`src/rtl/tap_coincidence_counter_pkg.sv`:
```
//------------------------------------------------------------------------------
// Module  : etch_tap_pkg
// Brief   : Shared types, default sizes and the saturating/wrapping add used
//           by every counter of the tap coincidence counter.
// Macro   : TAP_CNT_SAT_EN - counters saturate at 2^CNT_W-1 instead of wrapping
// Rev     : 1.0 - initial release
//------------------------------------------------------------------------------
`default_nettype none

package etch_tap_pkg;

   // Window FSM: IDLE has seen no sample of the open window, ACCUM has.
   typedef enum logic [0:0] {
      ST_IDLE  = 1'b0,
      ST_ACCUM = 1'b1
   } tap_state_t;

   localparam int TAP_WINDOW_DEF = 16;
   localparam int TAP_CNT_W_DEF  = 8;

   // Adds a single-bit increment to a width-bit count held in a 32-bit
   // container. Width is limited to 31 so the raw sum never overflows the
   // container; the result is either clamped or wrapped to width bits.
   function automatic logic [31:0] tap_acc_add(input logic [31:0]   acc,
                                               input logic          inc,
                                               input int unsigned   width);
      logic [31:0] sum;
      logic [31:0] max_val;
      max_val = (32'd1 << width) - 32'd1;
      sum     = acc + {31'd0, inc};
`ifdef TAP_CNT_SAT_EN
      if (sum > max_val) begin
         sum = max_val;
      end
`endif
      return sum & max_val;
   endfunction

endpackage

`default_nettype wire

```
`src/rtl/tap_coincidence_counter_window.sv`:
```
//------------------------------------------------------------------------------
// Module  : tap_window_counter
// Brief   : Sample counter of the open window. Counts accepted samples,
//           raises win_close when the WINDOW-th sample arrives or a qualified
//           flush is seen, and reports the window length including the
//           current sample.
// Macro   : TAP_CNT_SAT_EN - reported length saturates at 2^CNT_W-1
// Rev     : 1.0 - initial release
//------------------------------------------------------------------------------
`default_nettype none

module tap_window_counter
   import etch_tap_pkg::*;
#(
   parameter int WINDOW = TAP_WINDOW_DEF,
   parameter int CNT_W  = TAP_CNT_W_DEF
) (
   input  logic             clk,
   input  logic             rst,
   input  logic             en,
   input  logic             flush_ok,
   output logic             win_close,
   output logic [CNT_W-1:0] win_len
);

   // The stored count never reaches WINDOW (it clears on that edge), so
   // CNT_W bits suffice even for WINDOW = 2^CNT_W; the compare needs one more.
   logic [CNT_W-1:0] smp_cnt_q;
   logic [CNT_W-1:0] smp_cnt_d;
   logic [CNT_W:0]   smp_nxt;

   // Next count, close detection and reported length
   always_comb begin
      smp_nxt   = {1'b0, smp_cnt_q} + {{CNT_W{1'b0}}, en};
      win_close = (en && (smp_nxt == (CNT_W+1)'(WINDOW))) || flush_ok;
      win_len   = CNT_W'(tap_acc_add(32'(smp_cnt_q), en, 32'(CNT_W)));
      smp_cnt_d = win_close ? '0 : smp_nxt[CNT_W-1:0];
   end

   // Sample counter register
   always_ff @(posedge clk) begin
      if (rst) begin
         smp_cnt_q <= '0;
      end else begin
         smp_cnt_q <= smp_cnt_d;
      end
   end

endmodule

`default_nettype wire

```
`src/rtl/tap_coincidence_counter.sv`:
```
//------------------------------------------------------------------------------
// Module  : tap_coincidence_counter
// Brief   : Counts agree-high (both taps 1) and disagree samples of the two
//           shifter taps over windows of WINDOW accepted samples and publishes
//           both counts plus the window length with a one-cycle valid pulse.
// Macro   : TAP_CNT_SAT_EN - accumulators and length saturate at 2^CNT_W-1
// Rev     : 1.0 - initial release
//------------------------------------------------------------------------------
`default_nettype none

module tap_coincidence_counter
   import etch_tap_pkg::*;
#(
   parameter int WINDOW = TAP_WINDOW_DEF,
   parameter int CNT_W  = TAP_CNT_W_DEF
) (
   input  logic             clk,
   input  logic             rst,
   input  logic             en,
   input  logic             flush,
   input  logic             in1,
   input  logic             in2,
   output logic [CNT_W-1:0] both_cnt,
   output logic [CNT_W-1:0] diff_cnt,
   output logic [CNT_W-1:0] win_len,
   output logic             cnt_valid
);

   tap_state_t       state_q;
   tap_state_t       state_d;
   logic             flush_ok;
   logic             win_close;
   logic [CNT_W-1:0] len_now;

   logic [CNT_W-1:0] both_acc_q;
   logic [CNT_W-1:0] both_acc_d;
   logic [CNT_W-1:0] diff_acc_q;
   logic [CNT_W-1:0] diff_acc_d;
   logic [CNT_W-1:0] both_sum;
   logic [CNT_W-1:0] diff_sum;

   logic [CNT_W-1:0] both_cnt_q;
   logic [CNT_W-1:0] both_cnt_d;
   logic [CNT_W-1:0] diff_cnt_q;
   logic [CNT_W-1:0] diff_cnt_d;
   logic [CNT_W-1:0] win_len_q;
   logic [CNT_W-1:0] win_len_d;
   logic             cnt_valid_q;
   logic             cnt_valid_d;

   tap_window_counter #(
      .WINDOW (WINDOW),
      .CNT_W  (CNT_W)
   ) u_window (
      .clk       (clk),
      .rst       (rst),
      .en        (en),
      .flush_ok  (flush_ok),
      .win_close (win_close),
      .win_len   (len_now)
   );

   // FSM state register
   always_ff @(posedge clk) begin
      if (rst) begin
         state_q <= ST_IDLE;
      end else begin
         state_q <= state_d;
      end
   end

   // FSM next state: a close always returns to IDLE; the next accepted
   // sample re-enters ACCUM without any gap cycle
   always_comb begin
      state_d = state_q;
      case (state_q)
         ST_IDLE:  if (en && !win_close) state_d = ST_ACCUM;
         ST_ACCUM: if (win_close)        state_d = ST_IDLE;
         default:                        state_d = ST_IDLE;
      endcase
   end

   // FSM output: flush only closes a window that holds at least one sample
   always_comb begin
      flush_ok = 1'b0;
      case (state_q)
         ST_IDLE:  flush_ok = flush && en;
         ST_ACCUM: flush_ok = flush;
         default:  flush_ok = 1'b0;
      endcase
   end

   // Accumulate the current sample and capture results on a close
   always_comb begin
      both_sum    = CNT_W'(tap_acc_add(32'(both_acc_q), en & in1 & in2, 32'(CNT_W)));
      diff_sum    = CNT_W'(tap_acc_add(32'(diff_acc_q), en & (in1 ^ in2), 32'(CNT_W)));
      both_acc_d  = win_close ? '0 : both_sum;
      diff_acc_d  = win_close ? '0 : diff_sum;
      both_cnt_d  = win_close ? both_sum : both_cnt_q;
      diff_cnt_d  = win_close ? diff_sum : diff_cnt_q;
      win_len_d   = win_close ? len_now  : win_len_q;
      cnt_valid_d = win_close;
   end

   // Accumulator and output registers
   always_ff @(posedge clk) begin
      if (rst) begin
         both_acc_q  <= '0;
         diff_acc_q  <= '0;
         both_cnt_q  <= '0;
         diff_cnt_q  <= '0;
         win_len_q   <= '0;
         cnt_valid_q <= 1'b0;
      end else begin
         both_acc_q  <= both_acc_d;
         diff_acc_q  <= diff_acc_d;
         both_cnt_q  <= both_cnt_d;
         diff_cnt_q  <= diff_cnt_d;
         win_len_q   <= win_len_d;
         cnt_valid_q <= cnt_valid_d;
      end
   end

   assign both_cnt  = both_cnt_q;
   assign diff_cnt  = diff_cnt_q;
   assign win_len   = win_len_q;
   assign cnt_valid = cnt_valid_q;

endmodule

`default_nettype wire
```
`config.mk`:
```
export PLATFORM = sky130hd
export DESIGN_NAME = tap_coincidence_counter
export DESIGN_NICKNAME = d
export VERILOG_FILES = /design/src/rtl/tap_coincidence_counter_pkg.sv /design/src/rtl/tap_coincidence_counter_window.sv /design/src/rtl/tap_coincidence_counter.sv
export SDC_FILE = /design/constraint.sdc
export NUM_CORES = 1
export LEC_CHECK = 0
export BUFFER_PORTS_ARGS = -buffer_cell sky130_fd_sc_hd__clkbuf_2
export CORE_MARGIN = 4
export CORE_UTILIZATION = 49
export DETAILED_ROUTE_END_ITERATION = 8
export PLACE_DENSITY = 0.7
export SYNTH_ARGS = -nofsm -noshare
export SYNTH_HDL_FRONTEND = slang
export SYNTH_SLANG_ARGS = --single-unit
```
`constraint.sdc`:
```
create_clock -name clk -period 3.7 [get_ports clk]
set_input_delay 0.37 -clock clk [delete_from_list [all_inputs] [get_ports clk]]
set_output_delay 0.37 -clock clk [all_outputs]
set_load 0.01 [all_outputs]
```
After elaboration in Yosys (flattened, before gate mapping)

Cells that the tools add are included.

Register bits after elaboration: 50
Input port bits: 6
Output and inout port bits: 25
Logic and storage cells: 28

Add/subtract/negate cells: 4
Equality and inequality tests: 1
Multiplexer cells: 4
Bitwise gates (word level): 5
Reduce and logical (&&, ||, !) cells: 6

Operators by type and width:

| kind                                                | number |
|---|---|
| adder 8 x 1 -> 8 bit                                | 3 |
| adder 8 x 1 -> 9 bit                                | 1 |
| equality test 9 x 5 -> 1 bit, second input constant | 1 |
| case mux 1 bit (2 select lines)                     | 2 |
| bitwise AND 1 bit                                   | 3 |
| logical AND 1 bit                                   | 3 |
| 2-to-1 mux 1 bit                                    | 2 |
| OR reduction 2 bit                                  | 1 |
| zero test 1 bit                                     | 1 |
| logical OR 1 bit                                    | 1 |
| NOT 1 bit                                           | 1 |
| XOR 1 bit                                           | 1 |

Longest topological paths before layout

Gate-level depths: netlist (run 1).

Depth in word-level cells: 8
Depth in mapped cells: 9
Mapped depth without buffers: 9

Hierarchy

A second synthesis (run 1) with hierarchy kept.

Cell total of the unflattened synthesis: 199
Area total of the unflattened synthesis: 1,954.4 µm²

Modules (own cells, without submodules):

| module                  | times used | cells each | area each (µm²) | seq. area each (µm²) |
|---|---|---|---|---|
| tap_coincidence_counter | 1          | 158        | 1,550.2         | 840.8 |
| tap_window_counter      | 1          | 41         | 404.1           | 160.2 |

Worst setup path before layout (run 1)

No wires, ideal clock.

Kind: input-to-reg
Start point: input port en
End point: register both_cnt_q[2], in the netlist both_cnt[2]
Setup time: 0.121 ns
Data arrival time: 2.178 ns
Required time: 3.579 ns
Setup slack: 1.401 ns
Stages on the path: 9
Path buffers: 2
Path through: ha_1 -> ha_1 -> xnor2_1 -> and4_1 -> nand3b_1 -> o31a_1 -> buf_6 -> buf_6 -> mux2_4

Word-level cells in the longest chain between the ends: 4
Elaborated cells between the ends (all ways): 9
Those cells by class: add/sub (2); eq/ne (1); mux (1); bitwise (2); reduce/logical (3)

RTL lines:

| item                         | RTL line                             | text |
|---|---|---|
| from (decl)                  | tap_coincidence_counter.sv:19        | `input logic en,` |
| adder 8 x 1 -> 9 bit         | tap_coincidence_counter_window.sv:34 | `smp_nxt = {1'b0, smp_cnt_q} + {{CNT_W{1'b0}}, en};` |
| equality test 9 x 5 -> 1 bit | tap_coincidence_counter_window.sv:35 | `win_close = (en && (smp_nxt == (CNT_W+1)'(WINDOW))) \|\| flush_ok;` |
| logical AND 1 bit            | tap_coincidence_counter_window.sv:35 |  |
| logical OR 1 bit             | tap_coincidence_counter_window.sv:35 |  |
| to (signal assigned)         | tap_coincidence_counter.sv:117       | `both_cnt_q <= both_cnt_d;` |
| to (decl)                    | tap_coincidence_counter.sv:42        | `logic [CNT_W-1:0] both_cnt_q;` |

Several ways; a longest one is shown, not always the timed one.
A chain may end at the register's enable or synchronous reset.

Worst setup path after layout (run 1)

Start point: register u_window.smp_cnt_q[0]
End point: register both_cnt_q[6], in the netlist both_cnt[6]

Word-level cells in the longest chain between the ends: 4

RTL lines:

| item                         | RTL line                             | text |
|---|---|---|
| from (decl)                  | tap_coincidence_counter_window.sv:28 | `logic [CNT_W-1:0] smp_cnt_q;` |
| from (signal assigned)       | tap_coincidence_counter_window.sv:45 | `smp_cnt_q <= smp_cnt_d;` |
| adder 8 x 1 -> 9 bit         | tap_coincidence_counter_window.sv:34 |  |
| equality test 9 x 5 -> 1 bit | tap_coincidence_counter_window.sv:35 |  |
| logical AND 1 bit            | tap_coincidence_counter_window.sv:35 |  |
| logical OR 1 bit             | tap_coincidence_counter_window.sv:35 |  |

Every way passes these cells.

==> summary by stage, run 1 <==
Floorplan
The floorplan die area is 5516 um^2. Pin placement for this block handled 31 I/O pins. The chip height is 74.27 um. The initial core utilization is 0.5230. The floorplan has 23 rows.

The chip width is 74.27 um. The core region is ~4100 um^2.

Power and ir drop
IR analysis of the VDD net gives a maximum drop of 259.5 uV. The leakage power is approximately 0.0011 uW. In this run the power density over the cells is 377.1 nW/um^2.

Global route
Entering global routing, the biggest net connects 37 pins. The number of global-route vias before repair came to 1538. For this run, the total global-route usage over all layers was measured as 0.1556. The met1 track utilization from global routing is 0.2032. After global routing, the most crowded layer is met2. The first global-routing pass estimated 6624 um of wire. The number of antenna violations at the first check in global routing was 0. In the global route stage, met3 resource usage came out at 0.04459. The leftover overflow at the end of global routing is 0. The met2 usage is 0.2451.

Synth
A synthesized cell averages 9.522 um^2. Counting instances in the post-synthesis netlist gives the leading cell types as sky130_fd_sc_hd__dfxtp_1, sky130_fd_sc_hd__nor2_1, sky130_fd_sc_hd__nor2b_1. Summing every instance area after synthesis gives ~2200 um^2. Among all cell types in the netlist, the one instantiated most often is sky130_fd_sc_hd__dfxtp_1.

The sequential-to-total area share from yosys stat is 0.4651. The number of nets in the synthesized netlist is 238. The number of warning messages in the yosys log is 0. In the synthesized netlist the dominant register cell turns out to be sky130_fd_sc_hd__dfxtp_1. The cell type with the largest total area after synthesis is sky130_fd_sc_hd__dfxtp_1.

Yosys mapped a number of flops with a built-in enable equal to 0. The share of synthesized area in the top cell type comes to 0.4651. Counting distinct cell types in the post-synthesis netlist gives 26. The proportion of synthesized flip-flops having asynchronous set or reset is 0. The synthesized instance count is 226. After synthesis, the cell types taking the most area are sky130_fd_sc_hd__dfxtp_1, sky130_fd_sc_hd__mux2_4, sky130_fd_sc_hd__nor2_1. Counting flops and latches in the post-synthesis netlist gives 50.

Setup path
The endpoint type of the worst setup path is a register. The cell with the biggest individual delay on the critical path is sky130_fd_sc_hd__o31a_1. By instance count, the cell type seen most on the critical path is sky130_fd_sc_hd__ha_1.

The critical path goes through ha_1 > ha_1 > inv_1 > or3_1 > nand4_1 > o31a_1 > buf_4 > mux2_4. The worst setup path is launched from a register. At the worst endpoint, the required time is approximately 3.9 ns. In this run the worst path has a maximum fanout of 14. The critical path in this run is classified as reg2reg. The largest single stage delay on the critical path is 0.55 ns. The arrival time of the worst setup path is around 2.9 ns.

CTS
The number of setup buffers added after CTS is 0. TritonCTS built the clock tree. The clock reaches the later pin of the worst-skew pair after ~0.3 ns. The H-tree generated during clock tree synthesis spans 2 levels. The CTS sink count is 50. The cell at the root of the clock tree is sky130_fd_sc_hd__clkbuf_8. Buffers inserted during clock tree synthesis total 5. Clock-pin slew was measured on the worst setup and hold paths at approximately 0.09 ns. Once the clock tree was built, the resizer swapped 0 gates to a different size. No sink is reached through more buffers than the 2 on the longest clock path. Hold repair after CTS inserted 0 buffers.

Route
The via count is 1510. In the routed design, unresolved DRC markers number 0. For this block, the initial DRC count from the detailed router was 61.

In the final routed layout, each cell accounts on average for 12.76 um. Using the TritonRoute via totals, the vias-per-cell ratio works out to 4.951. The wire length after detailed routing is 3892 um. Once detail routing completed, the nets flagged for antenna violations numbered 0. For this run, the detailed router's first-pass iteration total came to 4.

Final layout
The layout overhead on the synthesized area is 11.34%. The number of antenna diodes in the final layout is 0. The multi-input gate area in the final layout is 1061 um^2. In the final layout, the share of cells above drive strength 1 is 0.2078.

The filler cell count is 367. The area of all sequential standard cells is 1001 um^2. The net count of the finished layout is 267.

STA
Of the available clock period, the critical path in the final layout requires 0.7233. Based on the critical path, the design can be clocked at up to 0.3737 GHz. The total count of max-transition violations in the final report is 0. The actual transition at the worst max-transition pin is 0.7121 ns. The total negative slack for setup checks is 0 ns.

The post-route clock skew is 0.009347 ns. Setup repair after global routing left no endpoint under its margin. The final critical path time including I/O delays and setup is 2.676 ns. In this run the tightest slew margin relative to its limit is 0.5253. The final-report hold violation count came to 0. Final hold analysis gives a worst-case slack of approximately 0.4 ns.

Setup violations remaining at the end of the flow were counted as 0.

Placement
The HPWL after detailed placement is about 2800 um. The placer congestion estimate is 0.9080. The count of input and output buffers is 30.

Worst hold path
The classification of the worst-slack hold path is in2reg.

Status
The run finished with clean final reports.

Flow run
The tool flagged a number of max-cap violations equal to 0.
## metal layers
metal	part of all wire	up-vias
met5	0	-
met4	0.016	0
met3	0.047	6
met2	0.43	28
met1	0.51	683
li1	-	793
## worst max-delay path, delay by kind of cell (launching register included)
family,cells,cell delay [ns]
compound gates,1,0.55
fa+ha+maj,2,0.44
buf+inv,2,0.43
flops,1,0.32
mux,1,0.32
simple gates,2,0.50
## cell families after synthesis
kind of cell / synth area share
adders and majority gates: 0.03488
and+or+nand+nor: 0.2273
DFF: 0.4651
AOI/OAI and AO/OA: 0.03197
muxes: 0.1256
xor gates and xnor gates: 0.07326
buffers and inverters: 0.04186
## sequential cells by signal (all words and copies together), names as in the netlist
name	flops
diff_cnt	8
cnt_valid	1
both_acc_q	8
win_len	8
state_q	1
diff_acc_q	8
both_cnt	8
u_window.smp_cnt_q	8
## layout make-up
| cell class | instances | area share |
|---|---|---|
| Clock buffer | 7 | 0.03185 |
| Inverter | 8 | 0.01253 |
| Multi-Input combinational cell | 158 | 0.4428 |
| Sequential cell | 50 | 0.4178 |
| Tap cell | 50 | 0.02611 |
| Timing Repair Buffer | 32 | 0.06893 |
## cell usage in the layout, fill, tap and decap left out, types with 6 or more instances in the layout
cell type,count
sky130_fd_sc_hd__clkbuf_2,30
sky130_fd_sc_hd__dfxtp_1,50
sky130_fd_sc_hd__ha_1,6
sky130_fd_sc_hd__inv_1,8
sky130_fd_sc_hd__mux2_4,11
sky130_fd_sc_hd__mux2i_1,6
sky130_fd_sc_hd__nand2_1,15
sky130_fd_sc_hd__nand3_1,8
sky130_fd_sc_hd__nor2_1,43
sky130_fd_sc_hd__nor2b_1,16
sky130_fd_sc_hd__xnor2_1,6
sky130_fd_sc_hd__xor2_1,12
## final timing paths
check,from,to,slack (ns),cells past startpoint
setup / recovery,u_window.smp_cnt_q[0]$_SDFF_PP0_,both_cnt[6]$_SDFFE_PP0P_,1.02,8
hold / removal,en,state_q$_SDFF_PP0_,0.39,3
setup reg to reg,u_window.smp_cnt_q[0]$_SDFF_PP0_,both_cnt[6]$_SDFFE_PP0P_,1.02,8
hold reg to reg,both_cnt[0]$_SDFFE_PP0P_,both_cnt[0]$_SDFFE_PP0P_,0.46,2
## metrics by stage
| step | utilization | total power, uW | std cells | instance area (um^2) | setup WS, ns |
|---|---|---|---|---|---|
| final | 0.5822 | 903.5 | 305 | 2396 | 1.024 |
| after global routing | 0.5822 | 940.2 | 305 | 2396 | 0.8622 |
| after CTS | 0.5822 | 917.6 | 305 | 2396 | 1.019 |
| after detailed placement | 0.5637 | 623.1 | 298 | 2320 | 0.8279 |
| after global placement | 0.5637 | 622.4 | 298 | 2320 | 0.8845 |
| after floorplan | - | 608.8 | 226 | 2152 | 1.401 |
## power by group
| group | total (uW) | switching (uW) | internal, uW |
|---|---|---|---|
| clock network | 293 | 163 | 130 |
| registers | 548 | 3.26 | 545 |
| logic | 61.9 | 40.0 | 21.8 |
Note: power is estimated with default switching activity, not from simulation.
==> run 2, diff against run 1 <==
--- a/config.mk
+++ b/config.mk
@@ -9,7 +9,7 @@
 export CORE_MARGIN = 4
 export CORE_UTILIZATION = 49
 export DETAILED_ROUTE_END_ITERATION = 8
-export PLACE_DENSITY = 0.7
+export PLACE_DENSITY = 0.73
 export SYNTH_ARGS = -nofsm -noshare
 export SYNTH_HDL_FRONTEND = slang
 export SYNTH_SLANG_ARGS = --single-unit
==> constraint.sdc (replaced) <==
create_clock -name clk -period 2.2 [get_ports clk]
set_input_delay 0.22 -clock clk [delete_from_list [all_inputs] [get_ports clk]]
set_output_delay 0.22 -clock clk [all_outputs]
set_load 0.01 [all_outputs]
==> summary by stage, run 2 (synthesis results as in run 1) <==
Power and ir drop
The switching power as a share of total power came to 0.2154 (-0.01279). The largest voltage drop on the vdd net is 480.7 uV (+85%). The sequential group share of total power came to 0.543 (-0.064). The internal power consumption is 1333 uW (+91%). The leakage power was 0.001158 uW (+7.7%). The power per unit of standard cell area is 663.6 nW/um^2 (+76%). The portion of total power attributed to combinational logic is 0.073 (+0.005). The net switching component of the power is 365.9 uW (+77%). The clock network fraction of design power is 0.384 (+0.059).

Placement
The count of input and output buffers came to 30 (unchanged). The placer congestion estimate is 0.7814 (-14%). The placed cell area was 2410 um^2 (+3.9%).

The HPWL after detailed placement is 2918 um (+3.7%).

Worst hold path
The source of the worst hold timing path is en. The classification of the worst-slack hold path is in2reg. The count of cells along the worst hold path is 4 (+1).

Setup path
The arrival time of the worst setup path was 2.30 ns (-0.57 ns). The required time of the worst setup path was 2.40 ns (-1.49 ns). The maximum fanout count along the critical path came to 12 (-2). The critical path is of the reg2reg type.

The endpoint type of the worst setup path is a register. The logic depth of the worst register-to-register path is 8 (unchanged). The worst register-to-register path begins at u_window.smp_cnt_q[0]$_SDFF_PP0_. The critical path startpoint is u_window.smp_cnt_q[0]$_SDFF_PP0_. STA classifies the critical path startpoint as a register.

CTS
The clock network latency to the later pin of the worst-skew pair was 0.30 ns (about the same). The cell sitting at the root of the clock tree is a sky130_fd_sc_hd__clkbuf_8. The TritonCTS clock tree is built. The CTS sink count was 50 (unchanged). The number of setup buffers added after CTS was 0 (unchanged). The maximum clock insertion buffer count came to 2 (unchanged).

The hold buffer count at cts is 0 (unchanged). The number of CTS-inserted buffers came to 5 (unchanged). The number of H-tree branching levels is 2 (unchanged). The CTS clock-pin slew for the worst setup and hold paths is 0.08 ns (about the same).

Final layout
The layout overhead on the synthesized area is 18.95%. The number of nets at the end of the flow came to 280 (+4.9%). The post-layout utilization of the core is 0.6221 (+0.03983). The final design area excluding fillers is 2560 um^2 (+6.8%). The filler cell count is 359 (-2.2%).

The library cell used most frequently in the layout, excluding fill and tap cells, is sky130_fd_sc_hd__dfxtp_1. The library cells used most frequently in the layout, excluding fill and tap cells, are sky130_fd_sc_hd__dfxtp_1, sky130_fd_sc_hd__nor2_1, sky130_fd_sc_hd__clkbuf_2. The share of post-route cells with drive strength above 1 is 0.2612 (+0.05335). The antenna cell count is 0 (unchanged).

Route
The via count was 1571 (+4.0%). The via count normalized by instance count is 4.940 (-0.21%). The initial DRC count is 84 (+38%). The count of unresolved DRC violations after routing came to 0 (unchanged). The count of antenna-violating nets left after detailed routing is 0 (unchanged). The first-pass iteration count of the detailed router came to 4 (unchanged).

The detailed-route wire length per cell came to 12.67 um (-0.74%). The wire length after detailed routing is 4028 um (+3.5%).

Global route
The pin count of the biggest net entering global routing is 23 (-38%). The number of global-route vias before repair was 1550 (+0.78%). The leftover overflow at the end of global routing was 0 (unchanged). The first-pass GRT wire length is 6865 um (+3.6%). The global-route total usage across every layer is 0.1626 (+0.007011). The number of antenna violations at the first check in global routing is 0 (unchanged).

Floorplan
The count of pins on the block boundary is 31 (unchanged). The floorplan die area is 5516 um^2 (unchanged). The number of cell rows is 23 (unchanged). The chip height came to 74.27 um (unchanged).

The chip width is 74.27 um (unchanged). The area of the core is 4115 um^2 (unchanged). The initial core utilization was 0.5230 (unchanged).

STA
The highest attainable clock frequency is 0.4752 GHz (+27%). The setup-violating endpoint count in the final report is 0 (unchanged). The final-report hold violation count is 0 (unchanged).

The total count of max-transition violations in the final report is 0 (unchanged). The remaining max-slew budget at the tightest pin is 0.7015 (+0.1763). The final worst-path cycle share came to 0.9565 (+0.2332). The post-route clock skew is 0.006849 ns (-0.002498 ns). The final critical path time including I/O delays and setup is 2.104 ns (-0.5720 ns). The actual transition at the worst max-transition pin is 0.4472 ns (-0.2649 ns).

Flow run
The count of maximum capacitance violations is 0 (unchanged).

Status
The run finished with clean final reports.
run 2: changes by cell type in the layout (fill, tap and decap cells not counted), sizes merged:
cell | previous run | this run
buf | 2 | 15
clkbuf | 37 | 36
bufinv | 0 | 1
run 2: timing repair:
item / in CTS / in global routing
endpoints found under the setup margin: 15 / 40
resized for setup: 2 / 6
gates cloned: 0 / 1
pin swaps: 0 / 2
run 2: path summary, 6_finish.rpt:
check                                                end  slack, ns
worst min register to register  diff_cnt[1]$_SDFFE_PP0P_       0.47
worst max register to register  both_cnt[2]$_SDFFE_PP0P_        0.1
worst min-delay path                  state_q$_SDFF_PP0_       0.34
worst max-delay path            both_cnt[2]$_SDFFE_PP0P_        0.1
run 2: per-stage QoR:
stage          cells  setup TNS, ns  hold WS (ns)  setup WS (ns)  total power [uW]
2_1_floorplan    226              0        0.3660       0.002222              1024
3_3_place_gp     310              0        0.4474        0.06543              1059
3_5_place_dp     310       -0.05144        0.4532       -0.01001              1060
4_1_cts          317              0        0.3338        0.02010              1715
5_1_grt          318       -0.01143        0.3660      -0.006140              1769
6_report         318              0        0.3444        0.09581              1699
run 2: layout make-up:
| cell class | count | area [um^2] | share of cell area |
|---|---|---|---|
| Multi-Input combinational cell | 158 | 1080 | 0.4218 |
| Sequential cell | 50 | 1001 | 0.3910 |
| Timing Repair Buffer | 45 | 274.0 | 0.1070 |
| Clock buffer | 6 | 82.58 | 0.03226 |
| Tap cell | 50 | 62.56 | 0.02444 |
| Clock inverter | 1 | 30.03 | 0.01173 |
| Inverter | 8 | 30.03 | 0.01173 |
run 2: power by group through the flow:
| stage | Combinational [uW] | Sequential [uW] | Clock, uW |
|---|---|---|---|
| 3_3_place_gp | 116 | 944 | 0 |
| 6_report | 124 | 922 | 652 |
| 4_1_cts | 119 | 922 | 673 |
| 5_1_grt | 138 | 924 | 707 |
| 2_1_floorplan | 77.6 | 946 | 0 |
| 3_5_place_dp | 117 | 944 | 0 |
run 2: routing by layer:
layer,global-route usage,wire (um)
met4,0.05929,57
met5,0,0
met1,0.2107,1972
met2,0.2579,1788
met3,0.04865,210
run 2: worst max-delay path, stage by stage, from the launching register on:
cell and delay, ns:
sky130_fd_sc_hd__dfxtp_1 0.31, sky130_fd_sc_hd__ha_1 0.19, sky130_fd_sc_hd__ha_2 0.21, sky130_fd_sc_hd__xnor2_2 0.19
sky130_fd_sc_hd__and4_1 0.23, sky130_fd_sc_hd__nand3b_1 0.10, sky130_fd_sc_hd__o31a_1 0.29, sky130_fd_sc_hd__buf_6 0.17
sky130_fd_sc_hd__mux2_4 0.30
==> run 3, diff against run 2 <==
--- a/config.mk
+++ b/config.mk
@@ -10,6 +10,7 @@
 export CORE_UTILIZATION = 49
 export DETAILED_ROUTE_END_ITERATION = 8
 export PLACE_DENSITY = 0.73
+export SETUP_SLACK_MARGIN = 0.15
 export SYNTH_ARGS = -nofsm -noshare
 export SYNTH_HDL_FRONTEND = slang
 export SYNTH_SLANG_ARGS = --single-unit
==> summary by stage, run 3 (synthesis results as in run 1) <==
Status
The flow ran to the end, and the final reports show no timing, DRC or antenna violations.

STA
The total negative slack for setup checks came to 0 ns (unchanged). The highest attainable clock frequency is 0.4765 GHz (+0.27%). The final critical path time including I/O delays and setup is 2.099 ns (-0.005600 ns).

The final worst-path cycle share is 0.9539 (-0.002546). The remaining max-slew budget at the tightest pin came to 0.7021 (about the same). The post-route clock skew is 0.009455 ns (+0.002606 ns).

The smallest hold slack is 0.1903 ns (-0.1541 ns). Setup repair after global routing could not meet its margin everywhere. The actual transition at the worst max-transition pin is 0.4464 ns (-0.0008627 ns). The final-report hold violation count is 0 (unchanged).

The setup-violating endpoint count in the final report is 0 (unchanged). The total count of max-transition violations in the final report is 0 (unchanged).

Global route
The pin count of the biggest net entering global routing is 32 (+39%). The number of global-route vias before repair is 1509 (-2.6%). The number of antenna violations at the first check in global routing is 0 (unchanged). The first-pass GRT wire length is 6741 um (-1.8%).

The global-route total usage across every layer is 0.1596 (-0.003040). The leftover overflow at the end of global routing is 0 (unchanged).

Placement
The HPWL after detailed placement is 2838 um (-2.7%). The placer congestion estimate came to 0.7907 (+1.2%). The count of input and output buffers is 30 (unchanged). The placed cell area was 2402 um^2 (-0.31%).

Final layout
The number of nets at the end of the flow is 275 (-1.8%). The layout overhead on the synthesized area is 18.90% (about the same). The library cell used most frequently in the layout, excluding fill and tap cells, is sky130_fd_sc_hd__dfxtp_1. The final design area excluding fillers is 2559 um^2 (about the same).

Leaving out fill and tap cells, the most frequent cells in the layout are sky130_fd_sc_hd__dfxtp_1, sky130_fd_sc_hd__nor2_1, sky130_fd_sc_hd__clkbuf_2. The antenna cell count is 0 (unchanged). The filler cell count was 366 (+1.9%). The share of post-route cells with drive strength above 1 came to 0.2576 (-0.003618). The post-layout utilization of the core came to 0.6218 (about the same).

Route
The first-pass iteration count of the detailed router came to 4 (unchanged). The via count was 1527 (-2.8%). The detailed-route wire length per cell is 12.12 um (-4.3%). The count of antenna-violating nets left after detailed routing came to 0 (unchanged). The count of unresolved DRC violations after routing was 0 (unchanged). The wire length after detailed routing is 3807 um (-5.5%). The initial DRC count is 78 (-7.1%). The via count normalized by instance count is 4.863 (-1.6%).

Power and ir drop
The total power consumption of the routed design was 1673 uW (-1.5%). The power per unit of standard cell area is 653.8 nW/um^2 (-1.5%). The leakage power is 0.001134 uW (-2.1%).

The largest voltage drop on the vdd net is 375.1 uV (-22%).

Floorplan
The floorplan die area was 5516 um^2 (unchanged). The chip width was 74.27 um (unchanged). The number of cell rows came to 23 (unchanged).

The initial core utilization came to 0.5230 (unchanged). The chip height came to 74.27 um (unchanged). The area of the core came to 4115 um^2 (unchanged). The count of pins on the block boundary is 31 (unchanged).

CTS
The number of CTS-inserted buffers is 5 (unchanged). The clock network latency to the later pin of the worst-skew pair came to 0.30 ns (about the same). TritonCTS built the clock tree.

The CTS clock-pin slew for the worst setup and hold paths is 0.09 ns (about the same). The maximum clock insertion buffer count is 2 (unchanged). The number of H-tree branching levels is 2 (unchanged).

The cell at the root of the clock tree is sky130_fd_sc_hd__clkbuf_8. The hold buffer count at cts was 0 (unchanged). The CTS sink count is 50 (unchanged).

Setup path
The worst setup path is launched from a register. The largest individual stage delay along the critical path comes from the cell sky130_fd_sc_hd__dfxtp_2. The arrival time of the worst setup path was 2.29 ns (about the same). The delay of the slowest critical-path stage is 0.35 ns (+0.04 ns). The critical path goes through ha_4 > ha_4 > nand3_1 > xor2_2 > nand3b_1 > o31a_1 > buf_12 > mux2_4. The endpoint type of the worst setup path is a register. The cell repeated most along the worst path is sky130_fd_sc_hd__ha_4.

The maximum fanout count along the critical path was 16 (+4). The required time of the worst setup path is 2.39 ns (about the same). The setup path with the least slack is of type reg2reg.

Worst hold path
The min-delay analysis places its worst path in the category in2reg.

Flow run
The count of maximum capacitance violations is 0 (unchanged).
[run 3: metrics by stage]
stage                     setup WS, ns  instances
after detailed placement       0.02557        303
after global routing           0.02071        314
after CTS                      0.07450        313
after floorplan                 0.1610        226
final                           0.1014        314
after global placement          0.1036        303
[run 3: power breakdown]
part	leakage, uW	internal, uW	switching (uW)
sequential	0.000404	917	6.86
combinational	0.000678	52.6	69.6
clock	0.0000514	339	288
total	0.00113	1310	364
[run 3: worst max-delay path: cells and delay by family, from the launching register on]
family                     cells  cell delay (ns)
adders and majority gates      2             0.32
xor gates and xnor gates       1             0.19
and+or+nand+nor                2             0.33
muxes                          1             0.30
buffers and inverters          1             0.17
DFF                            1             0.35
AOI/OAI and AO/OA              1             0.32
[run 3: layout make-up]
class / count / area [um^2] / area share
multi-input combinational: 158 / 1112 / 0.4347
tap: 50 / 62.56 / 0.02445
clock inverter: 2 / 37.54 / 0.01467
clock buffer: 6 / 72.57 / 0.02836
inverter: 8 / 30.03 / 0.01174
timing repair buffer: 40 / 241.5 / 0.09438
sequential: 50 / 1002 / 0.3917
[run 3: path summary, 6_finish.rpt]
kind                               startpoint                               end  slack, ns  cells after the start
max          u_window.smp_cnt_q[0]$_SDFF_PP0_          both_cnt[6]$_SDFFE_PP0P_       0.10                      8
min                                       rst  u_window.smp_cnt_q[7]$_SDFF_PP0_       0.19                      2
max reg2reg  u_window.smp_cnt_q[0]$_SDFF_PP0_          both_cnt[6]$_SDFFE_PP0P_       0.10                      8
min reg2reg          both_cnt[1]$_SDFFE_PP0P_          both_cnt[1]$_SDFFE_PP0P_       0.47                      2
[run 3: per-layer routing]
metal	GRT usage	routed length, um	vias up	part of all wire
met5	0	0	-	0
met4	0.06917	57	0	0.015
li1	-	-	816	-
met3	0.05270	203	5	0.053
met2	0.2441	1654	32	0.43
met1	0.2067	1892	674	0.50
[run 3: repair_timing]
item | in CTS | in global routing
gates cloned | 0 | 0
endpoints found under the setup margin | 17 | 40
setup buffers | 2 | 1
pin swaps | 0 | 0
resized for setup | 3 | 2
